==> src/rtl/decode_stage_pkg.sv <==
// Shared types for the decode stage: ALU function encodings and the supported major opcodes.
package decode_stage_pkg;

    typedef enum logic [6:0] {
        F7_ZERO = 7'b0000000,
        F7_NEG  = 7'b0100000
    } alu_funct7_e;

    typedef enum logic [2:0] {
        F3_ADD = 3'b000,
        F3_XOR = 3'b100,
        F3_OR  = 3'b110,
        F3_AND = 3'b111
    } alu_funct3_e;

    typedef enum logic [6:0] {
        OP     = 7'b0110011,
        OP_IMM = 7'b0010011
    } opcode_e;

    function automatic logic funct3_supported(input logic [2:0] f3);
        return (f3 == F3_ADD) || (f3 == F3_XOR) || (f3 == F3_OR) || (f3 == F3_AND);
    endfunction

endpackage

==> src/rtl/decode_stage_regfile.sv <==
// Integer register file: two combinational read ports with write-first bypass, one write port.
module decode_stage_regfile #(
    parameter int XLEN  = 32,
    parameter int NREGS = 32,
    parameter int AW    = $clog2(NREGS)
) (
    input  logic                      clk_i,
    input  logic                      rst_ni,
    input  logic [1:0][AW-1:0]        raddr_i,
    output logic [1:0][XLEN-1:0]      rdata_o,
    input  logic                      we_i,
    input  logic [AW-1:0]             waddr_i,
    input  logic [XLEN-1:0]           wdata_i
);

    // x0 has no storage; it is forced to zero on the read side.
    logic [XLEN-1:0] regs_reg [1:NREGS-1];

    always_ff @(posedge clk_i or negedge rst_ni) begin
        if (!rst_ni) begin
            for (int i = 1; i < NREGS; i++) begin
                regs_reg[i] <= '0;
            end
        end else if (we_i && (waddr_i != '0)) begin
            regs_reg[waddr_i] <= wdata_i;
        end
    end

    for (genvar gi = 0; gi < 2; gi++) begin : g_rd
        always_comb begin
            rdata_o[gi] = '0;
            if (raddr_i[gi] != '0) begin
                if (we_i && (waddr_i == raddr_i[gi])) begin
                    rdata_o[gi] = wdata_i;
                end else begin
                    rdata_o[gi] = regs_reg[raddr_i[gi]];
                end
            end
        end
    end

endmodule

==> src/rtl/decode_stage.sv <==
// RV32I OP/OP-IMM decode stage: register read, hazard scoreboard and registered outputs to execute.
module decode_stage
    import decode_stage_pkg::*;
#(
    parameter int XLEN  = 32,
    parameter int NREGS = 32,
    localparam int AW   = $clog2(NREGS)
) (
    input  logic             clk_i,
    input  logic             rst_ni,
    input  logic [31:0]      instr_i,
    input  logic             instr_valid_i,
    output logic             instr_ready_o,
    output logic             ex_valid_o,
    input  logic             ex_ready_i,
    output logic [XLEN-1:0]  operand_1_o,
    output logic [XLEN-1:0]  operand_2_o,
    output alu_funct7_e      funct7_o,
    output alu_funct3_e      funct3_o,
    output logic [AW-1:0]    rd_o,
    output logic             rd_we_o,
    output logic             illegal_o,
    input  logic             wb_en_i,
    input  logic [AW-1:0]    wb_addr_i,
    input  logic [XLEN-1:0]  wb_data_i
);

    logic [6:0] opcode;
    logic [4:0] rd_f, rs1_f, rs2_f;
    logic [2:0] f3_f;
    logic [6:0] f7_f;
    logic       is_op, is_opimm, is_neg;
    logic       idx_ok, legal, rd_we, hazard, accept;
    logic [AW-1:0] rd_a, rs1_a, rs2_a;

    assign opcode = instr_i[6:0];
    assign rd_f   = instr_i[11:7];
    assign f3_f   = instr_i[14:12];
    assign rs1_f  = instr_i[19:15];
    assign rs2_f  = instr_i[24:20];
    assign f7_f   = instr_i[31:25];
    assign rd_a   = rd_f[AW-1:0];
    assign rs1_a  = rs1_f[AW-1:0];
    assign rs2_a  = rs2_f[AW-1:0];

    assign is_op    = (opcode == OP);
    assign is_opimm = (opcode == OP_IMM);
    assign is_neg   = is_op && (f7_f == F7_NEG);

    // rs2 is only a register index for OP; for OP-IMM those bits are immediate.
    assign idx_ok = (int'(rd_f) < NREGS) && (int'(rs1_f) < NREGS)
                  && (!is_op || (int'(rs2_f) < NREGS));

    assign legal = (is_op || is_opimm) && funct3_supported(f3_f) && idx_ok
                 && (!is_op || (f7_f == F7_ZERO) || (is_neg && (f3_f == F3_ADD)));
    assign rd_we = legal && (rd_f != 5'd0);

    logic [NREGS-1:1] pending_reg, pending_next;
    logic [NREGS-1:0] pend_full;
    assign pend_full = {pending_reg, 1'b0};

    function automatic logic busy(input logic [AW-1:0] idx);
        return pend_full[idx] && !(wb_en_i && (wb_addr_i == idx));
    endfunction

    assign hazard = legal && (busy(rs1_a) || (is_op && busy(rs2_a)) || busy(rd_a));

    // Holds the stage not-ready until the first clock after reset is released.
    logic run_reg;
    logic ex_valid_reg;

    assign instr_ready_o = run_reg && (!ex_valid_reg || ex_ready_i) && !hazard;
    assign accept        = instr_valid_i && instr_ready_o;
    assign ex_valid_o    = ex_valid_reg;

    logic [1:0][AW-1:0]   rf_raddr;
    logic [1:0][XLEN-1:0] rf_rdata;
    assign rf_raddr[0] = rs1_a;
    assign rf_raddr[1] = rs2_a;

    decode_stage_regfile #(
        .XLEN  (XLEN),
        .NREGS (NREGS),
        .AW    (AW)
    ) u_regfile (
        .clk_i   (clk_i),
        .rst_ni  (rst_ni),
        .raddr_i (rf_raddr),
        .rdata_o (rf_rdata),
        .we_i    (wb_en_i),
        .waddr_i (wb_addr_i),
        .wdata_i (wb_data_i)
    );

    always_comb begin
        pending_next = pending_reg;
        if (wb_en_i && (wb_addr_i != '0)) begin
            pending_next[wb_addr_i] = 1'b0;
        end
        // Applied after the clear so a same-cycle set of the same register wins.
        if (accept && rd_we) begin
            pending_next[rd_a] = 1'b1;
        end
    end

    always_ff @(posedge clk_i or negedge rst_ni) begin
        if (!rst_ni) begin
            run_reg      <= 1'b0;
            pending_reg  <= '0;
            ex_valid_reg <= 1'b0;
            operand_1_o  <= '0;
            operand_2_o  <= '0;
            funct7_o     <= F7_ZERO;
            funct3_o     <= F3_ADD;
            rd_o         <= '0;
            rd_we_o      <= 1'b0;
            illegal_o    <= 1'b0;
        end else begin
            run_reg     <= 1'b1;
            pending_reg <= pending_next;
            if (accept) begin
                ex_valid_reg <= 1'b1;
                operand_1_o  <= legal ? rf_rdata[0] : '0;
                if (!legal) begin
                    operand_2_o <= '0;
                end else if (is_op) begin
                    operand_2_o <= rf_rdata[1];
                end else begin
                    operand_2_o <= {{(XLEN-12){instr_i[31]}}, instr_i[31:20]};
                end
                funct7_o  <= (legal && is_neg) ? F7_NEG : F7_ZERO;
                funct3_o  <= legal ? alu_funct3_e'(f3_f) : F3_ADD;
                rd_o      <= rd_a;
                rd_we_o   <= rd_we;
                illegal_o <= !legal;
            end else if (ex_ready_i) begin
                ex_valid_reg <= 1'b0;
            end
        end
    end

endmodule
==> config.mk <==
export PLATFORM = sky130hd
export DESIGN_NAME = decode_stage
export DESIGN_NICKNAME = d
export VERILOG_FILES = /design/src/rtl/decode_stage_pkg.sv /design/src/rtl/decode_stage_regfile.sv /design/src/rtl/decode_stage.sv
export SDC_FILE = /design/constraint.sdc
export NUM_CORES = 2
export LEC_CHECK = 0
export CAP_MARGIN = 20
export CORE_MARGIN = 4
export CORE_UTILIZATION = 68
export DETAILED_ROUTE_END_ITERATION = 7
export PLACE_DENSITY = 0.87
export RECOVER_POWER = 50
export SETUP_SLACK_MARGIN = 0.05
export SLEW_MARGIN = 20
export SYNTH_ARGS = -nofsm -noshare
export SYNTH_HDL_FRONTEND = slang
export SYNTH_SLANG_ARGS = --single-unit
==> constraint.sdc <==
create_clock -name clk_i -period 9.15 [get_ports clk_i]
set_input_delay 2.745 -clock clk_i [delete_from_list [all_inputs] [get_ports clk_i]]
set_output_delay 2.745 -clock clk_i [all_outputs]
set_load 0.02 [all_outputs]
==> key figures <==
Outcome
  • Run status: complete, but fails checks
  • Failing checks: capacitance limit, slew limit

Route
  • Avg WL per Cell: 35.6 um
  • First drt pass iteration count: 8
  • Antenna viol nets, final: 0
  • DRC violation total after the first TritonRoute iteration: 5703
  • Remaining DRCs: 0
  • Total Wirelength: 188000 um
  • Detailed-route via count: 41300
  • DR vias/cell: 7.83

Clocking
  • Post-CTS Resized: 0
  • Clk_lat worst skew: 0.69 ns
  • CTS Sinks: 1100
  • H-tree depth: 3
  • CTS Hold Buffers Added: 0
  • Inserted Clock Buffers: 110
  • TritonCTS clock tree: built
  • Reg clk slew, reported paths: 0.06 ns
  • CTS max path bufs: 3
  • Post CTS Setup Buffer Count: 0
  • Cell chosen for the clock root: clkbuf_16

Worst hold path
  • Hold path start: operand_2_o[27]
  • HP Class: reg2reg

Critical path
  • Setup Crit Path Kind: in2out
  • CP Capture Type: primary output
  • CP startpoint kind: input port
  • Worst Path Required: 6.41 ns
  • Worst setup path startpoint: wb_addr_i[0]
  • Reg-to-reg startpoint: pending_reg[18]
  • CP arrival: 5.69 ns
  • Max FO, Critical Path: 14

Timing
  • Relative slew slack: -288%
  • Post-layout min period: 8.43 ns
  • Clk_skew: 0.0258 ns
  • TNS Setup: 0 ns
  • Hold violation total from the final report: 0
  • Period utilization: 92.2%
  • Final Max Slew Viols: 284
  • Unrepaired setup endpoints after global routing: no
  • Fmax: 119 MHz
  • Final Setup Violations: 0
  • Slew @ Worst Pin: 5.83 ns

GRT
  • Vias in the first global route: 42600
  • Total Routing Usage GR: 41.7%
  • Initial antenna violation count: 6
  • Remaining global-route overflow: 0
  • First-pass GRT wire length: 279000 um
  • Largest net degree at the start of global routing: 184

Layout
  • Largest register FFs: 992
  • Fin nets: 4113
  • FILL cells: 4966
  • Share of cells above drive strength 1: 45.7%
  • Area Growth Syn to Fin: 10.4%

Power
  • Logic pwr share: 19.8%
  • Seq pwr share: 45.6%
  • Int Power: 10.3 mW
  • Sw frac: 27.2%
  • Sw Pwr: 3.83 mW
  • Leakage: 28.1 nW
  • Clock power frac: 34.6%
  • Worst IR Drop VDD: 0.154 mV
  • Total Power: 14.1 mW
  • PwrDens: 217 mW/mm2

Yosys
  • Dominant synthesized flop cell: dfrtp_1
  • Mapped Avg Cell Area: 14.3 um2
  • Syn Std Cell Area: 0.0588 mm2
  • Async set-reset flop share out of synthesis: 100%
  • Cell variety after synth: 64
  • EDFF count, synth: 0
  • Register area share after synthesis: 46.8%
  • Synthesized instance count: 4103
  • FF+latch count, synth: 1100
  • Synth warn: 0

Die
  • Die Ht: 302 um
  • Die X-Extent: 302 um
  • Die footprint: 0.0912 mm2
  • Rows: 107
  • Initial core utilization: 68.8%
  • Core Box Area: 0.0854 mm2
  • IO Count: 157

Place
  • DP HPWL: 102000 um
  • IO buf count: 150
  • Gpl congestion: 0.939

Job
  • Max-cap violations: 2
[per-layer routing]
layer	track usage, %	part of all wire (%)	vias to the layer above	routed length [um]
li1	-	-	15700	-
met1	55.5	35	21400	66300
met2	60.2	43	3357	81800
met3	14.8	14	811	26800
met4	24.4	7.0	6	13200
met5	0	0.023	-	44
[worst max-delay path, stage by stage]
cell and delay, ns:
clkdlybuf4s50_1 0.82, xnor2_1 0.19, nand4_1 0.24, nor2_1 0.37, a2111oi_2 0.11, a211o_1 0.35, a21oi_1 0.21, clkdlybuf4s50_1 0.65
[power by group through the flow]
| stage | clock network (mW) | registers [mW] | logic [mW] |
|---|---|---|---|
| after global routing | 5.09 | 6.49 | 2.95 |
| final | 4.88 | 6.42 | 2.78 |
| after floorplan | 0 | 6.22 | 2.11 |
| after global placement | 0 | 6.35 | 2.63 |
| after CTS | 4.87 | 6.37 | 2.76 |
| after detailed placement | 0 | 6.44 | 2.72 |
[cell usage in the layout, fill, tap and decap left out, types with 35 or more instances in the layout]
cell,n
a211oi_1,36
o22ai_1,46
nor3_1,35
nand2_1,95
dfrtp_1,1100
o2bb2ai_1,50
a221oi_1,74
a21oi_1,72
clkbuf_16,113
nor2_1,43
buf_4,96
mux2_2,1078
dlygate4sd3_1,38
mux4_2,437
clkdlybuf4s50_1,93
mux2i_1,180
o21ai_0,72
[logic make-up (layout without fill, tap and decap cells)]
logic type	Yosys count	after routing	share of synthesized area, %
simple gates	304	304	2.44
mux	1700	1700	40.6
buf+inv	463	488	3.42
compound gates	519	519	6.49
other cells	2	11	0.0128
flops	1100	1100	46.8
xor+xnor	15	15	0.223
[worst paths after layout]
path	to	slack (ns)	cells past startpoint
max in group asynchronous	u_regfile.regs_reg[190]	1.23	2
worst max-delay path	instr_ready_o	0.72	8
worst min register to register	operand_2_o[27]	0.48	1
worst max register to register	operand_1_o[26]	5.41	8
worst min-delay path	operand_2_o[27]	0.48	1
min in group asynchronous	u_regfile.regs_reg[153]	4.20	1
[stage by stage]
stage	setup slack, ns	instance area, um2	util [%]	instances	hold slack (ns)
6_report	0.716	64900	75.9	5281	0.484
5_1_grt	0.308	64900	75.9	5279	0.495
4_1_cts	0.807	64900	76.0	5276	0.491
3_5_place_dp	0.808	61000	71.4	5070	0.472
3_3_place_gp	0.781	61000	71.4	5068	0.472
2_1_floorplan	1.73	58800	-	4108	0.482
[cell usage after synthesis, types with 8 or more instances]
| cell type | instances | area share, % |
|---|---|---|
| xnor2_1 | 11 | 0.16 |
| buf_1 | 61 | 0.39 |
| o211a_1 | 9 | 0.15 |
| a22oi_1 | 30 | 0.38 |
| nand2_1 | 107 | 0.68 |
| clkbuf_1 | 277 | 1.8 |
| o2bb2ai_1 | 50 | 0.74 |
| a211o_1 | 9 | 0.13 |
| o22ai_1 | 46 | 0.49 |
| a22o_1 | 33 | 0.49 |
| o31a_1 | 8 | 0.12 |
| mux2_2 | 1078 | 21 |
| o21ai_0 | 72 | 0.61 |
| buf_4 | 41 | 0.52 |
| mux4_2 | 437 | 17 |
| nand2b_1 | 26 | 0.28 |
| o221ai_1 | 8 | 0.12 |
| inv_1 | 21 | 0.13 |
| nor2_1 | 60 | 0.38 |
| buf_2 | 52 | 0.44 |
| nor3_1 | 38 | 0.32 |
| mux2i_1 | 180 | 3.1 |
| dfrtp_1 | 1100 | 47 |
| nand3_1 | 23 | 0.20 |
| a211oi_1 | 36 | 0.46 |
| a221oi_1 | 74 | 1.1 |
| nor2b_1 | 13 | 0.14 |
| o211ai_1 | 8 | 0.10 |
| a21oi_1 | 72 | 0.61 |
[final cells by class]
cell class | instances | area, um2 | share of cell area, %
Multi-Input combinational cell | 2545 | 29500 | 45.5
Sequential cell | 1100 | 27500 | 42.4
Clock buffer | 161 | 3260 | 5.02
Timing Repair Buffer | 258 | 2400 | 3.70
Tap cell | 1144 | 1430 | 2.21
Clock inverter | 45 | 629 | 0.970
Inverter | 24 | 95.1 | 0.147
Antenna cell | 4 | 10.0 | 0.0154
No activity file was read; power rests on OpenSTA's default activity.
